### src/rtl/serial_addsub_if.sv
// rtl/serial_addsub_if.sv - operand/result bundle for the bit-serial adder/subtractor
interface serial_addsub_if #(
  parameter int WIDTH = 8
);
  logic             start;
  logic             sub;
  logic [WIDTH-1:0] a;
  logic [WIDTH-1:0] b;
  logic             busy;
  logic             done;
  logic [WIDTH-1:0] result;
  logic             carry_out;
  logic             overflow;

  // requester drives the operation, the engine reports status and result
  modport master (
    output start, sub, a, b,
    input  busy, done, result, carry_out, overflow
  );

  modport slave (
    input  start, sub, a, b,
    output busy, done, result, carry_out, overflow
  );
endinterface

### src/rtl/serial_addsub.sv
// rtl/serial_addsub.sv - LSB-first bit-serial add/subtract engine, one bit per clock
module serial_addsub #(
  parameter int WIDTH = 8
) (
  input  logic           clk,
  input  logic           rst,
  serial_addsub_if.slave bus
);

  localparam int CW = (WIDTH > 1) ? $clog2(WIDTH) : 1;
  localparam logic [CW-1:0] LAST = CW'(WIDTH - 1);

  typedef enum logic [1:0] {
    IDLE = 2'd0,
    RUN  = 2'd1,
    DONE = 2'd2
  } state_t;

  state_t           state;
  logic [WIDTH-1:0] opa;
  logic [WIDTH-1:0] opb;
  logic             carry;
  logic             sub_q;
  logic [CW-1:0]    cnt;
  logic [WIDTH-1:0] res_q;
  logic             busy_q;
  logic             done_q;
  logic             co_q;
  logic             ov_q;
  logic             sum_bit;
  logic             carry_nxt;

  // one full-adder slice on the current operand LSBs
  assign sum_bit   = opa[0] ^ opb[0] ^ carry;
  assign carry_nxt = (opa[0] & opb[0]) | (opa[0] & carry) | (opb[0] & carry);

  // control FSM plus datapath registers; subtraction is a + ~b + 1
  always_ff @(posedge clk) begin
    if (rst) begin
      state  <= IDLE;
      opa    <= '0;
      opb    <= '0;
      carry  <= 1'b0;
      sub_q  <= 1'b0;
      cnt    <= '0;
      res_q  <= '0;
      busy_q <= 1'b0;
      done_q <= 1'b0;
      co_q   <= 1'b0;
      ov_q   <= 1'b0;
    end else begin
      case (state)
        IDLE: begin
          done_q <= 1'b0;
          if (bus.start) begin
            opa    <= bus.a;
            opb    <= bus.sub ? ~bus.b : bus.b;
            carry  <= bus.sub;
            sub_q  <= bus.sub;
            cnt    <= '0;
            busy_q <= 1'b1;
            state  <= RUN;
          end
        end
        RUN: begin
          res_q <= {sum_bit, res_q[WIDTH-1:1]};
          opa   <= opa >> 1;
          opb   <= opb >> 1;
          carry <= carry_nxt;
          cnt   <= cnt + 1'b1;
          if (cnt == LAST) begin
            // carry is the carry into the MSB, carry_nxt the carry out of it
            ov_q   <= carry ^ carry_nxt;
            co_q   <= sub_q ? ~carry_nxt : carry_nxt;
            busy_q <= 1'b0;
            done_q <= 1'b1;
            state  <= DONE;
          end
        end
        DONE: begin
          done_q <= 1'b0;
          state  <= IDLE;
        end
        default: begin
          busy_q <= 1'b0;
          done_q <= 1'b0;
          state  <= IDLE;
        end
      endcase
    end
  end

  assign bus.busy      = busy_q;
  assign bus.done      = done_q;
  assign bus.result    = res_q;
  assign bus.carry_out = co_q;
  assign bus.overflow  = ov_q;

endmodule

### src/flat_wrapper.sv
// flat-port wrapper written by rule: the top's interface ports become plain ports
module serial_addsub_flat 
#(
  parameter int WIDTH = 8
)
  (clk, rst, bus_start, bus_sub, bus_a, bus_b, bus_busy, bus_done, bus_result, bus_carry_out, bus_overflow);
  serial_addsub_if #(.WIDTH(WIDTH)) bus_i ();
  input  logic clk;
  input  logic rst;
  input wire logic [$bits(bus_i.start)-1:0] bus_start;
  input wire logic [$bits(bus_i.sub)-1:0] bus_sub;
  input wire logic [$bits(bus_i.a)-1:0] bus_a;
  input wire logic [$bits(bus_i.b)-1:0] bus_b;
  output wire logic [$bits(bus_i.busy)-1:0] bus_busy;
  output wire logic [$bits(bus_i.done)-1:0] bus_done;
  output wire logic [$bits(bus_i.result)-1:0] bus_result;
  output wire logic [$bits(bus_i.carry_out)-1:0] bus_carry_out;
  output wire logic [$bits(bus_i.overflow)-1:0] bus_overflow;
  assign bus_i.start = bus_start;
  assign bus_i.sub = bus_sub;
  assign bus_i.a = bus_a;
  assign bus_i.b = bus_b;
  assign bus_busy = bus_i.busy;
  assign bus_done = bus_i.done;
  assign bus_result = bus_i.result;
  assign bus_carry_out = bus_i.carry_out;
  assign bus_overflow = bus_i.overflow;
  serial_addsub #(.WIDTH(WIDTH)) u_core (.clk(clk), .rst(rst), .bus(bus_i));
endmodule
### config.mk
export PLATFORM = sky130hd
export DESIGN_NAME = serial_addsub_flat
export DESIGN_NICKNAME = d
export VERILOG_FILES = /design/src/rtl/serial_addsub_if.sv /design/src/rtl/serial_addsub.sv /design/src/flat_wrapper.sv
export SDC_FILE = /design/constraint.sdc
export NUM_CORES = 1
export LEC_CHECK = 0
export CORE_ASPECT_RATIO = 1.5
export CORE_MARGIN = 2
export CORE_UTILIZATION = 54
export CTS_CLUSTER_SIZE = 24
export DETAILED_ROUTE_END_ITERATION = 8
export GPL_TIMING_DRIVEN = 0
export PLACE_DENSITY = 0.95
export SYNTH_ARGS = -nofsm -noshare
export SYNTH_HDL_FRONTEND = slang
export SYNTH_SLANG_ARGS = --single-unit
### constraint.sdc
create_clock -name clk -period 4 [get_ports clk]
set_input_delay 0.8 -clock clk [delete_from_list [all_inputs] [get_ports clk]]
set_output_delay 0.8 -clock clk [all_outputs]
set_load 0.02 [all_outputs]
After elaboration in Yosys (flattened, before gate mapping)
Index checks and enable logic that the tools add are counted.
{"block": "word_totals", "ff_bits": 35, "latch_bits": 0, "ramBits": 0, "rom_bits": 0, "inputBits": 20, "out_inout_bits": 12, "elab_cells": 53, "mem_count": 0}
{"block": "op_classes", "addsub": 1, "n_mul": 0, "div": 0, "n_lt_le_gt_ge": 0, "n_eq_ne": 5, "shift": 0, "n_mux": 16, "n_bitwise": 12, "n_reduce_logical": 8}
{"op": "one-hot mux 8 bit (2 select lines)", "n": 2}
{"op": "two-way mux 8 bit", "n": 3}
{"op": "inverter 8 bit", "n": 1}
{"op": "AND reduction 2 bit", "n": 4}
{"op": "one-hot mux 3 bit (2 select lines)", "n": 1}
{"op": "two-way mux 1 bit", "n": 4}
{"op": "two-way mux 2 bit", "n": 2}
{"op": "one-hot mux 2 bit (2 select lines)", "n": 1}
{"op": "adder 3 x 1 -> 3 bit, second input constant", "n": 1}
{"op": "bitwise AND 1 bit", "n": 3}
{"op": "== test 3 bit, second input constant", "n": 1}
{"op": "two-way mux 3 bit", "n": 1}
{"op": "inverter 1 bit", "n": 3}
{"op": "one-hot mux 1 bit (3 select lines)", "n": 1}
{"op": "AND reduction 3 bit", "n": 1}
{"op": "bitwise XOR 1 bit", "n": 3}
{"op": "== test 2 x 1 -> 1 bit, second input constant", "n": 1}
{"op": "== test 2 bit, second input constant", "n": 1}
{"op": "zero test 2 bit", "n": 1}
{"op": "inequality test 2 x 1 -> 1 bit, second input constant", "n": 1}
{"op": "inequality test 2 bit, second input constant", "n": 1}
{"op": "bitwise OR 1 bit", "n": 2}
{"op": "one-hot mux 1 bit (2 select lines)", "n": 1}
{"op": "nonzero test 2 bit", "n": 1}
{"op": "OR reduction 2 bit", "n": 1}

Logic depth before layout (Yosys ltp)
Gate-level depths: netlist of run 1.
{"block": "depth", "depth_word": 5, "depth_mapped": 5, "mapped_depth_nobuf": 5}

Worst setup path before layout of run 1
OpenSTA, ideal clock, no wires.
{"block": "synth_timing", "path_kind": "input -> register", "start": "input port bus_sub", "end": "register u_core.carry", "arrival_ps": 1538, "t_required_ps": 3868, "path_slack_ps": 2330, "path_stages": 4, "path_cell_list": "buf_2 or3b_1 a21oi_1 nor3_1"}
{"block": "synth_between", "elab_chain_cells": 2}
{"element": "from (decl)", "line_no": "flat_wrapper.sv:11", "source": "input wire logic [$bits(bus_i.sub)-1:0] bus_sub;"}
{"element": "two-way mux 1 bit", "line_no": "serial_addsub.sv:55", "source": "if (bus.start) begin"}
{"element": "one-hot mux 1 bit (2 select lines)", "line_no": "serial_addsub.sv:52", "source": "case (state)"}
{"element": "to (signal assigned)", "line_no": "serial_addsub.sv:58", "source": "carry <= bus.sub;"}
{"element": "to (signal assigned)", "line_no": "serial_addsub.sv:69", "source": "carry <= carry_nxt;"}
{"element": "to (decl)", "line_no": "serial_addsub.sv:22", "source": "logic carry;"}
Every way passes these cells. The select of a mux whose other input is x is not followed.
A chain may end at the register's enable or synchronous reset.

Worst setup path in the final report of run 1
{"block": "layout_timing", "start": "register u_core.res_q[2] (netlist: u_core.bus.result[2])", "end": "output port bus_result[2]"}
{"element": "from (decl)", "line_no": "serial_addsub.sv:25", "source": "logic [WIDTH-1:0] res_q;"}
{"element": "from (signal assigned)", "line_no": "serial_addsub.sv:66", "source": "res_q <= {sum_bit, res_q[WIDTH-1:1]};"}
{"element": "to (decl)", "line_no": "flat_wrapper.sv:16", "source": "output wire logic [$bits(bus_i.result)-1:0] bus_result;"}
No word-level cell between the ends.

==> results of run 1 <==
-- registers in the layout (all words and copies together) (netlist names) --
register and flops:
u_core.opb 8, u_core.opa 8, u_core.sub_q 1, u_core.bus.result 8, u_core.bus.busy 1, u_core.cnt 3
u_core.bus.done 1, u_core.state 2, u_core.bus.carry_out 1, u_core.carry 1, u_core.bus.overflow 1
-- metrics by stage --
stage          setup WS [ns]  util [%]  hold slack, ns
6_report                1.93      73.4           0.459
5_1_grt                 1.89      73.4           0.494
4_1_cts                 1.93      73.4           0.464
3_5_place_dp            1.74      69.7           0.458
3_3_place_gp            1.77      69.7           0.445
2_1_floorplan           2.33         -           0.464
-- power by group through the flow --
stage,combinational (mW),sequential [mW],clock (mW)
after detailed placement,0.111,0.386,0
after global placement,0.108,0.385,0
after global routing,0.123,0.380,0.292
after floorplan,0.0708,0.386,0
final,0.112,0.378,0.275
after CTS,0.112,0.378,0.276
-- routing by layer --
layer | vias to the layer above | GRT usage (%)
li1 | 665 | -
met1 | 633 | 25.6
met2 | 37 | 36.1
met3 | 7 | 4.69
met4 | 0 | 9.91
met5 | - | 0
-- cell usage in the layout (no fill, tap or decap) --
master	count
buf_6	2
inv_1	1
fa_1	1
nor3_1	11
nor2b_2	1
o21bai_4	1
clkbuf_1	5
o21ai_1	1
xnor2_1	9
buf_4	1
or3b_1	8
a21oi_1	19
nand2b_1	10
o21ba_1	1
nor3b_2	1
a22oi_1	11
clkdlybuf4s50_1	29
mux2i_1	3
nand2_1	16
a311oi_1	2
nor2_1	16
dfxtp_1	35
o22ai_1	7
xor2_1	1
clkbuf_8	7
ha_1	2
buf_2	7
-- final cells by class --
class / instances / area, um2
Timing Repair Buffer: 29 / 290
Inverter: 1 / 3.75
Fill cell: 203 / 719
Tap cell: 37 / 46.3
Buffer: 14 / 80.1
Multi-Input combinational cell: 121 / 764
Sequential cell: 35 / 701
Clock buffer: 8 / 100
-- path summary, 6_finish.rpt --
path | startpoint | to | slack, ns | cells after the start
max reg2reg | u_core.carry$_SDFFE_PP0P_ | u_core.bus.overflow$_SDFFE_PP0P_ | 2.61 | 3
min reg2reg | u_core.bus.result[0]$_SDFFE_PP0N_ | u_core.bus.result[0]$_SDFFE_PP0N_ | 0.46 | 2
max | u_core.bus.result[2]$_SDFFE_PP0N_ | bus_result[2] | 1.93 | 1
min | u_core.bus.result[0]$_SDFFE_PP0N_ | u_core.bus.result[0]$_SDFFE_PP0N_ | 0.46 | 2
-- cells by family (layout without fill, tap and decap cells) --
| kind of cell | count (synthesis) | in the layout | share of synthesized area (%) |
|---|---|---|---|
| compound gates | 42 | 42 | 17.6 |
| xor+xnor | 10 | 10 | 5.65 |
| fa+ha+maj | 3 | 3 | 2.91 |
| buf+inv | 15 | 52 | 5.41 |
| flops | 35 | 35 | 45.2 |
| mux | 3 | 3 | 1.94 |
| simple gates | 63 | 63 | 21.2 |
==> flow_summary.toml, run 1 <==
[logic_synthesis]
postSynthCellCount = 171
synth_area_per_cell_um2 = 9.06
synth_commonest_cells = "35 x dfxtp_1, 19 x a21oi_1, 16 x nand2_1, 16 x nor2_1"
synthFlopType = "dfxtp_1"
synth.distinct_cells = 25
synth_area_leaders = "dfxtp_1 45%, a21oi_1 6.1%, a22oi_1 5.3%, xnor2_1 5.1%, or3b_1 4.5%"
synth_top_cell_area_share_pct = 45.2
synth.cell_area_um2 = 1550
syn_nets = 194
yosysMostFrequentCell = "dfxtp_1"
yosysTopAreaCell = "dfxtp_1"
synth-seq-area-share_pct = 45.2
async_flop_share_pct = 0
synth-warning-count = 0
ys_seq_elements = 35
synth_edf_count = 0

[power]
combPwrFrac_pct = 14.6
power.density_nw_per_um2 = 385
switching_share_pct = 24.0
finalPower_mw = 0.765
p_leak_nw = 0.726
p_int_mw = 0.582
p_clk_share_pct = 36.0
seq_power_share_pct = 49.4
max-vdd-ir-drop_mv = 0.290
p_switching_mw = 0.183

[cts]
postCtsResizedCells = 0
cts_hold_buf = 0
htree_levels = 2
cts_tree = "done"
cts-root-buf = "clkbuf_8"
clk_path_buf_depth = 2
post_cts_buffers = 0
cts_num_sinks = 35
clkLatencyLatePin_ns = 0.29
numCtsBuffers = 5
clkTransAtPathRegs_ns = 0.07

[grt]
antenna_found_initial = 0
grt_max_degree = 11
grt_usage_pct = 22.0
overflow = 0
grt_first_pass_wirelength_um = 5340
grt_pass1_vias = 1232

[setup_path]
cp.buffers_inverters = 1
critPathSlowestCell = "clkdlybuf4s50_1"
critPathTopFamily = "buffers and inverters"
crit_type = "flop to output pin"
path_cells = "clkdlybuf4s50_1"
startpoint_type = "flop"
worstSetupEndpointType = "output pin"
required_ns = 3.20
arrival_ns = 1.27
path_max_fanout = 3
cpPeakStageDelay_ns = 0.62

[run]
drv_cap = 0

[routing]
wl_met2_um = 1790
topRoutingLayerUsed = "met4"
drt_drc_violations_left = 0
first_iter_violations = 26
ant_nets = 0
dr_total_vias = 1342
wl_met1_um = 1320
finalWirelength_um = 3310
wl_met3_um = 140
vias_per_cell = 5.48
dr.pass1.iters = 5
wl_per_cell_um = 13.5

[timing]
setup_violations = 0
fmax_ghz = 0.483
finalCritPeriodShare_pct = 51.7
worstMarginPinSlew_ns = 0.501
hold_violations = 0
rsz0062_at_grt = "false"
period_minus_slack_ns = 2.07
fin_skew_ns = 0.0103
finalSetupTns_ns = 0
slew_headroom_pct = 66.6
drv_slew = 0

[cells_and_area]
antenna_cells = 0
postLayoutCellArea_um2 = 1990
fin_nets = 230
drive_gt1_share_pct = 9.62
area.growth.synth_to_final_pct = 28.2
layout.cells.non_filler = 245

[placement]
io_buffer_count = 29
placed_area_um2 = 1890
gp_congestion = 0.810
place_inst = 237
dp_hpwl_um = 2330

[outcome]
status = "finished clean"

[min_path]
hold_class = "flop to flop"

[die]
core-area_um2 = 2710
rows = 23
die_w_um = 47.7
design.die.area_um2 = 3320
die_h_um = 69.6
start_util_pct = 57.3
num_io_pins = 32
Note: power is estimated with default switching activity, not from simulation.
==> run 2, diff against run 1 <==
--- a/config.mk
+++ b/config.mk
@@ -7,11 +7,11 @@
 export LEC_CHECK = 0
 export CORE_ASPECT_RATIO = 1.5
 export CORE_MARGIN = 2
-export CORE_UTILIZATION = 54
+export CORE_UTILIZATION = 45
 export CTS_CLUSTER_SIZE = 24
 export DETAILED_ROUTE_END_ITERATION = 8
 export GPL_TIMING_DRIVEN = 0
-export PLACE_DENSITY = 0.95
+export PLACE_DENSITY = 0.85
 export SYNTH_ARGS = -nofsm -noshare
 export SYNTH_HDL_FRONTEND = slang
 export SYNTH_SLANG_ARGS = --single-unit
==> constraint.sdc (replaced) <==
create_clock -name clk -period 1.9 [get_ports clk]
set_input_delay 0.38 -clock clk [delete_from_list [all_inputs] [get_ports clk]]
set_output_delay 0.38 -clock clk [all_outputs]
set_load 0.02 [all_outputs]
==> run 2 against run 1 <==
Compared with the run above:
- sequential power is 110% higher
- combinational power up 110%
- critical endpoint is now bus_result[7]
- total power is 120% higher
- global-route usage shrank 5.0 points
- cell count up 2.0%
- setup slack worse by 1.7 ns
==> flow_summary.toml, run 2 (synthesis results as in run 1) <==
[power]
switching_share_pct = 22.9
p_switching_mw = 0.392
combPwrFrac_pct = 13.6
p_leak_nw = 0.736
finalPower_mw = 1.71
p_clk_share_pct = 39.9
seq_power_share_pct = 46.5
p_int_mw = 1.32
power.density_nw_per_um2 = 851
max-vdd-ir-drop_mv = 0.646

[timing]
hold_violations = 0
finalSetupTns_ns = 0
slew_headroom_pct = 69.2
finalCritPeriodShare_pct = 87.6
worstMarginPinSlew_ns = 0.462
whs_ns = 0.460
drv_slew = 0
setup_violations = 0
fin_skew_ns = 0.00623
rsz0062_at_grt = "false"
period_minus_slack_ns = 1.66
fmax_ghz = 0.601

[cells_and_area]
antenna_cells = 0
final_common_cell = "dfxtp_1"
area.growth.synth_to_final_pct = 29.7
drive_gt1_share_pct = 10.1
finish.utilization_pct = 60.0
fin_nets = 230
fill_cells = 301
postLayoutCellArea_um2 = 2010
most-common-layout-cells = "35 x dfxtp_1, 29 x clkdlybuf4s50_1, 19 x a21oi_1"

[grt]
overflow = 0
grtUsageMet3_pct = 4.12
grt_pass1_vias = 1111
grt_first_pass_wirelength_um = 4910
use_met1_pct = 18.4
grt_usage_pct = 17.0
grt_max_degree = 12
antenna_found_initial = 0
busiest_layer = "met2"
use_met2_pct = 30.2

[die]
die_h_um = 75.9
rows = 26
num_io_pins = 32
die_w_um = 51.9
start_util_pct = 46.2
design.die.area_um2 = 3940
core-area_um2 = 3350

[cts]
post_cts_buffers = 0
postCtsResizedCells = 0
clkTransAtPathRegs_ns = 0.07
cts_hold_buf = 0
htree_levels = 2
clk_path_buf_depth = 2
numCtsBuffers = 5
cts_tree = "done"
clkLatencyLatePin_ns = 0.29
cts-root-buf = "clkbuf_8"
cts_num_sinks = 35

[min_path]
hold_class = "flop to flop"

[setup_path]
crit_type = "flop to output pin"
required_ns = 1.52
reg2reg_from = "u_core.carry$_SDFFE_PP0P_"
rrSetupSlack_ns = 0.56
cp.buffers_inverters = 1
worstSetupEndpoint = "bus_result[7]"
worstSetupEndpointType = "output pin"
startpoint_type = "flop"
rr_endpoint = "u_core.carry$_SDFFE_PP0P_"
cpPeakStageDelay_ns = 0.62
path_cells = "clkdlybuf4s50_1"
path_max_fanout = 3
critPathSlowestCell = "clkdlybuf4s50_1"
critPathTopFamily = "buffers and inverters"
arrival_ns = 1.28
crit_start = "u_core.bus.result[7]$_SDFFE_PP0N_"
path_depth = 1
reg2reg_depth = 4

[routing]
wl_per_cell_um = 12.4
dr.pass1.iters = 5
first_iter_violations = 37
finalWirelength_um = 3110
vias_per_cell = 5.16
dr_total_vias = 1291
ant_nets = 0
drt_drc_violations_left = 0

[placement]
placed_area_um2 = 1890
gp_congestion = 0.750
io_buffer_count = 29
dp_hpwl_um = 2260

[run]
drv_cap = 0

[outcome]
status = "finished clean"
run 2: worst min path at each step:
stage / cells after the start / start / slack (ns) / endpoint
2_1_floorplan: 2 / u_core.opa[1]$_SDFFE_PP0P_ / 0.46 / u_core.opa[1]$_SDFFE_PP0P_
3_3_place_gp: 2 / u_core.bus.result[0]$_SDFFE_PP0N_ / 0.44 / u_core.bus.result[0]$_SDFFE_PP0N_
3_5_place_dp: 2 / u_core.bus.result[0]$_SDFFE_PP0N_ / 0.45 / u_core.bus.result[0]$_SDFFE_PP0N_
4_1_cts: 2 / u_core.bus.result[0]$_SDFFE_PP0N_ / 0.46 / u_core.bus.result[0]$_SDFFE_PP0N_
5_1_grt: 2 / u_core.bus.result[0]$_SDFFE_PP0N_ / 0.48 / u_core.bus.result[0]$_SDFFE_PP0N_
6_report: 2 / u_core.bus.result[0]$_SDFFE_PP0N_ / 0.46 / u_core.bus.result[0]$_SDFFE_PP0N_
run 2: cell type report:
class	instances	area, um2	area share, %
multi-input cells	121	764	38.0
repair buffers	29	290	14.4
plain buffers	14	80.1	3.99
clock inverters	2	35.0	1.74
clock buffers	6	82.6	4.11
well taps	42	52.6	2.62
inverters	1	3.75	0.187
flip-flops and latches	35	701	34.9
run 2: power by group through the flow:
| stage | sequential (mW) | combinational, mW | clock (mW) |
|---|---|---|---|
| 5_1_grt | 0.801 | 0.256 | 0.717 |
| 4_1_cts | 0.796 | 0.236 | 0.699 |
| 3_5_place_dp | 0.813 | 0.234 | 0 |
| 6_report | 0.796 | 0.232 | 0.682 |
| 2_1_floorplan | 0.813 | 0.149 | 0 |
| 3_3_place_gp | 0.811 | 0.230 | 0 |
run 2: metal layers:
metal	part of all wire, %	routed length [um]
met5	0	0
met4	2.3	72
met3	4.1	128
met2	52	1620
met1	41	1290
run 2: through the flow:
stage	setup WS (ns)	std cells
floorplan	0.650	171
global placement	0.0786	242
detailed placement	0.0478	242
CTS	0.224	250
global route	0.174	250
finish	0.235	250
==> RTL edit 1: new RTL, config.mk and constraints of run 1 <==
Re-encode `state_t` (3 states) as one-hot, 3 bits wide.
--- a/src/rtl/serial_addsub.sv
+++ b/src/rtl/serial_addsub.sv
@@ -12,6 +12,6 @@
 
-  typedef enum logic [1:0] {
-    IDLE = 2'd0,
-    RUN  = 2'd1,
-    DONE = 2'd2
+  typedef enum logic [2:0] {
+    IDLE = 3'b001,
+    RUN  = 3'b010,
+    DONE = 3'b100
   } state_t;
Function: same outputs for any inputs over 10 cycles, from zero or initial values and one cycle with rst high; not proved beyond that.
==> RTL edit 1 against run 1 <==
Design area up 0.88%. Hold slack better by 0.0061 ns. Largest cell class unchanged. Highest routed layer unchanged. First-iteration DRC count up 69%. Register-to-register slack worse by 0.06 ns. Synthesized area up 2.4%. Routed wire length down 1.1%. Sequential power up 3%. Sequential cell count up 1. Power down 5.3%. Setup slack worse by 0.018 ns.
==> RTL edit 1: results (changes against run 1) <==
placement:
  routabilityCongestion: 0.785  # -3.0%
  place.detailed.instances: 241  # +1.7%
  hpwl_um: 2280  # -2.2%
  placement.cell_area_um2: 1930  # +2.1%
  detailedPlace.worstSlack_ns: 1.85  # +0.105 ns
synthesis:
  syn_avg_cell_area_um2: 9.17  # +1.2%
  synthAdderAreaFrac_pct: 2.84  # -0.069 points
  seq_area_frac_synth_pct: 45.4  # +0.19 points
  synth.area.mux_share_pct: 0.631  # -1.3 points
  mappedNetlistNets: 196  # +1.0%
  yosys.cell_types.count: 33  # +32%
  synth_compound_area_share_pct: 20.7  # +3.1 points
  synth_top_cells_by_area: "sky130_fd_sc_hd__dfxtp_1, sky130_fd_sc_hd__a21oi_1, sky130_fd_sc_hd__a22oi_1, sky130_fd_sc_hd__nand3_1, sky130_fd_sc_hd__nand2_1"
  synth_xor_xnor_area_share_pct: 5.52  # -0.13 points
run_status:
  run_status: "complete, no violations"
worst_setup_path:
  reg2reg_from: "u_core.state[1]$_SDFFE_PP0P_"
  worstPathArrival_ns: 1.29  # +0.02 ns
  regToRegSetupSlack_ns: 2.55  # -0.06 ns
  worst_setup_path_startpoint: "u_core.bus.busy$_SDFFE_PP0P_"
  rr_worst_depth: 5  # +2
final_layout:
  footprint_of_the_multi_input_gates_um2: 767  # +0.33%
  clock_tree_area_fraction_pct: 3.87  # -1.2 points
  finalCoreUtilization_pct: 70.2  # -3.2 points
  signal_buffer_area_fraction_pct: 19.4  # +0.77 points
  final_net_count: 232  # +0.87%
  inverters_excl_clock: 0  # -1
  clock_buffer_cells: 6  # -2
  n_all_buffers: 44  # +2.3%
  layout_cell_share_with_drive_strength_beyond_1_pct: 9.57  # -0.046 points
timing:
  setup_slack_ns: 1.91  # -0.0178 ns
  timing.clock.skew_ns: 0.00511  # -0.00523 ns
  whs_ns: 0.465  # +0.00614 ns
grt:
  grt_util_all_layers_pct: 23.0  # +0.98 points
  first_pass_grt_wire_length_um: 5660  # +6.0%
  first_global_vias: 1266  # +2.8%
worst_hold_path:
  holdPathEnd: "u_core.bus.result[4]$_SDFFE_PP0P_"
cts:
  clock-sinks: 36  # +2.9%
power_and_ir_drop:
  vdd_ir_drop_max_mv: 0.283  # -2.2%
  sequentialPower_w: 0.000388  # +3%
  p_sw_share_pct: 25.2  # +1.2 points
drt:
  num_vias: 1380  # +2.8%
  firstDrtPassIters: 4  # -1
## RTL edit 1: changes by cell type in the layout (fill, tap and decap cells not counted), moves of 3 or more
cell                       change
sky130_fd_sc_hd__a21oi_1       +9
sky130_fd_sc_hd__a22oi_1       +3
sky130_fd_sc_hd__buf_2         -3
sky130_fd_sc_hd__nand2_1       +7
sky130_fd_sc_hd__nand2b_1      -9
sky130_fd_sc_hd__nand3_1      +18
sky130_fd_sc_hd__nor2_1       -12
sky130_fd_sc_hd__nor3_1       -10
sky130_fd_sc_hd__o22ai_1       -7
sky130_fd_sc_hd__or3b_1        -7
sky130_fd_sc_hd__xnor2_1       -6
sky130_fd_sc_hd__xor2_1        +6
## RTL edit 1: routing by layer
metal	vias up	wire [um]	GRT usage, %	share of wire, %
met5	-	0	0	0
met4	0	70	10.5	2.1
met3	5	125	6.98	3.8
met2	37	1720	33.6	52
met1	654	1360	29.8	42
li1	684	-	-	-
==> RTL edit 2: new RTL, config.mk and constraints of run 1 <==
Without the edit above. `WIDTH` is set to 8 in 3 places; all go to 4.
--- a/src/rtl/serial_addsub_if.sv
+++ b/src/rtl/serial_addsub_if.sv
@@ -2,3 +2,3 @@
 interface serial_addsub_if #(
-  parameter int WIDTH = 8
+  parameter int WIDTH = 4
 );
--- a/src/rtl/serial_addsub.sv
+++ b/src/rtl/serial_addsub.sv
@@ -2,3 +2,3 @@
 module serial_addsub #(
-  parameter int WIDTH = 8
+  parameter int WIDTH = 4
 ) (
--- a/src/flat_wrapper.sv
+++ b/src/flat_wrapper.sv
@@ -3,3 +3,3 @@
 #(
-  parameter int WIDTH = 8
+  parameter int WIDTH = 4
 )
Interface: changed (resized bus_a, bus_b and bus_result); port bits go from 32 to 20. The function was not compared with the original's and may differ.
==> RTL edit 2 against run 1 <==
Synthesized area decreased by 35%. Sequential cell count decreased by 13. Maximum frequency decreased by 2.3%. Die area decreased by 33%. Sequential share of layout area decreased by 0.30 points. First-iteration DRC count unchanged. Design area decreased by 37%. Clock power decreased by 36%. Power decreased by 37%. Setup slack got worse by 0.050 ns. Clock skew decreased by 0.0071 ns. Routed wire length decreased by 38%.
==> RTL edit 2: results (changes against run 1) <==
synthesis:
  synth.area.mux_share_pct: 2.13  # +0.19 points
  synthAdderAreaFrac_pct: 3.25  # +0.35 points
  seq_area_frac_synth_pct: 44.1  # -1.2 points
  synth_xor_xnor_area_share_pct: 5.26  # -0.40 points
  synth_common_cells: "sky130_fd_sc_hd__dfxtp_1, sky130_fd_sc_hd__a21oi_1, sky130_fd_sc_hd__nand2_1"
drt:
  firstDrtPassIters: 4  # -1
  postRouteWirelength_um: 2050  # -38%
grt:
  first_pass_grt_wire_length_um: 3280  # -39%
  grt_start_max_net_pins: 14  # +3
  grt_util_all_layers_pct: 21.2  # -0.82 points
worst_setup_path:
  worstPathArrival_ns: 1.32  # +0.05 ns
power_and_ir_drop:
  relative_contribution_of_the_clock_network_to_total_power_pct: 36.3  # +0.3 points
  static_power_due_to_leakage_nw: 0.476  # -35%
  power.net_switching_w: 0.000117  # -36%
final_layout:
  layout_cell_share_with_drive_strength_beyond_1_pct: 10.9  # +1.2 points
  final_net_count: 144  # -37%
  nFillCells: 141  # -31%
run_status:
  run_status: "complete, no violations"
cts:
  cts_buffers: 3  # -2
  h-tree-depth: 1  # -1
  path_clk_slew_ns: 0.12  # +0.05 ns
  clock_insertion_delay_worst_skew_ns: 0.33  # +0.04 ns
placement:
  place.port_buffers: 18  # -38%
  hpwl_um: 1530  # -34%
timing:
  slew_headroom_pct: 71.2  # +4.7 points
[RTL edit 2: cell type report]
cell class	count	area [um^2]	share of cell area [%]
Sequential cell	22	440	35.0
Buffer	7	41.3	3.28
Inverter	4	15.0	1.19
Clock inverter	1	30.0	2.39
Multi-Input combinational cell	74	503	40.0
Tap cell	21	26.3	2.09
Timing Repair Buffer	18	180	14.3
Clock buffer	3	22.5	1.79
[RTL edit 2: metrics by stage]
stage	area (um^2)	utilization [%]	power [W]	std cells	hold WS [ns]
after CTS	1260	70.6	0.000488	150	0.476
after detailed placement	1210	67.6	0.000314	146	0.458
after global routing	1260	70.6	0.000498	150	0.511
after floorplan	1000	-	0.000287	107	0.466
final	1260	70.6	0.000485	150	0.475
after global placement	1210	67.6	0.000310	146	0.444
[RTL edit 2: metal layers]
layer | GRT usage, % | up-vias | part of all wire [%]
met1 | 23.9 | 404 | 42
met5 | 0 | - | 0
li1 | - | 427 | -
met3 | 2.37 | 5 | 3.9
met4 | 14.3 | 0 | 3.1
met2 | 34.8 | 24 | 51
[RTL edit 2: worst paths after layout]
| check | cells past startpoint | slack [ns] | startpoint | end |
|---|---|---|---|---|
| worst min register to register | 2 | 0.47 | u_core.bus.result[0]$_SDFFE_PP0N_ | u_core.bus.result[0]$_SDFFE_PP0N_ |
| worst max-delay path | 1 | 1.88 | u_core.bus.result[3]$_SDFFE_PP0N_ | bus_result[3] |
| worst min-delay path | 2 | 0.47 | u_core.bus.result[0]$_SDFFE_PP0N_ | u_core.bus.result[0]$_SDFFE_PP0N_ |
| worst max register to register | 3 | 2.64 | u_core.carry$_SDFFE_PP0P_ | u_core.bus.carry_out$_SDFFE_PP0P_ |
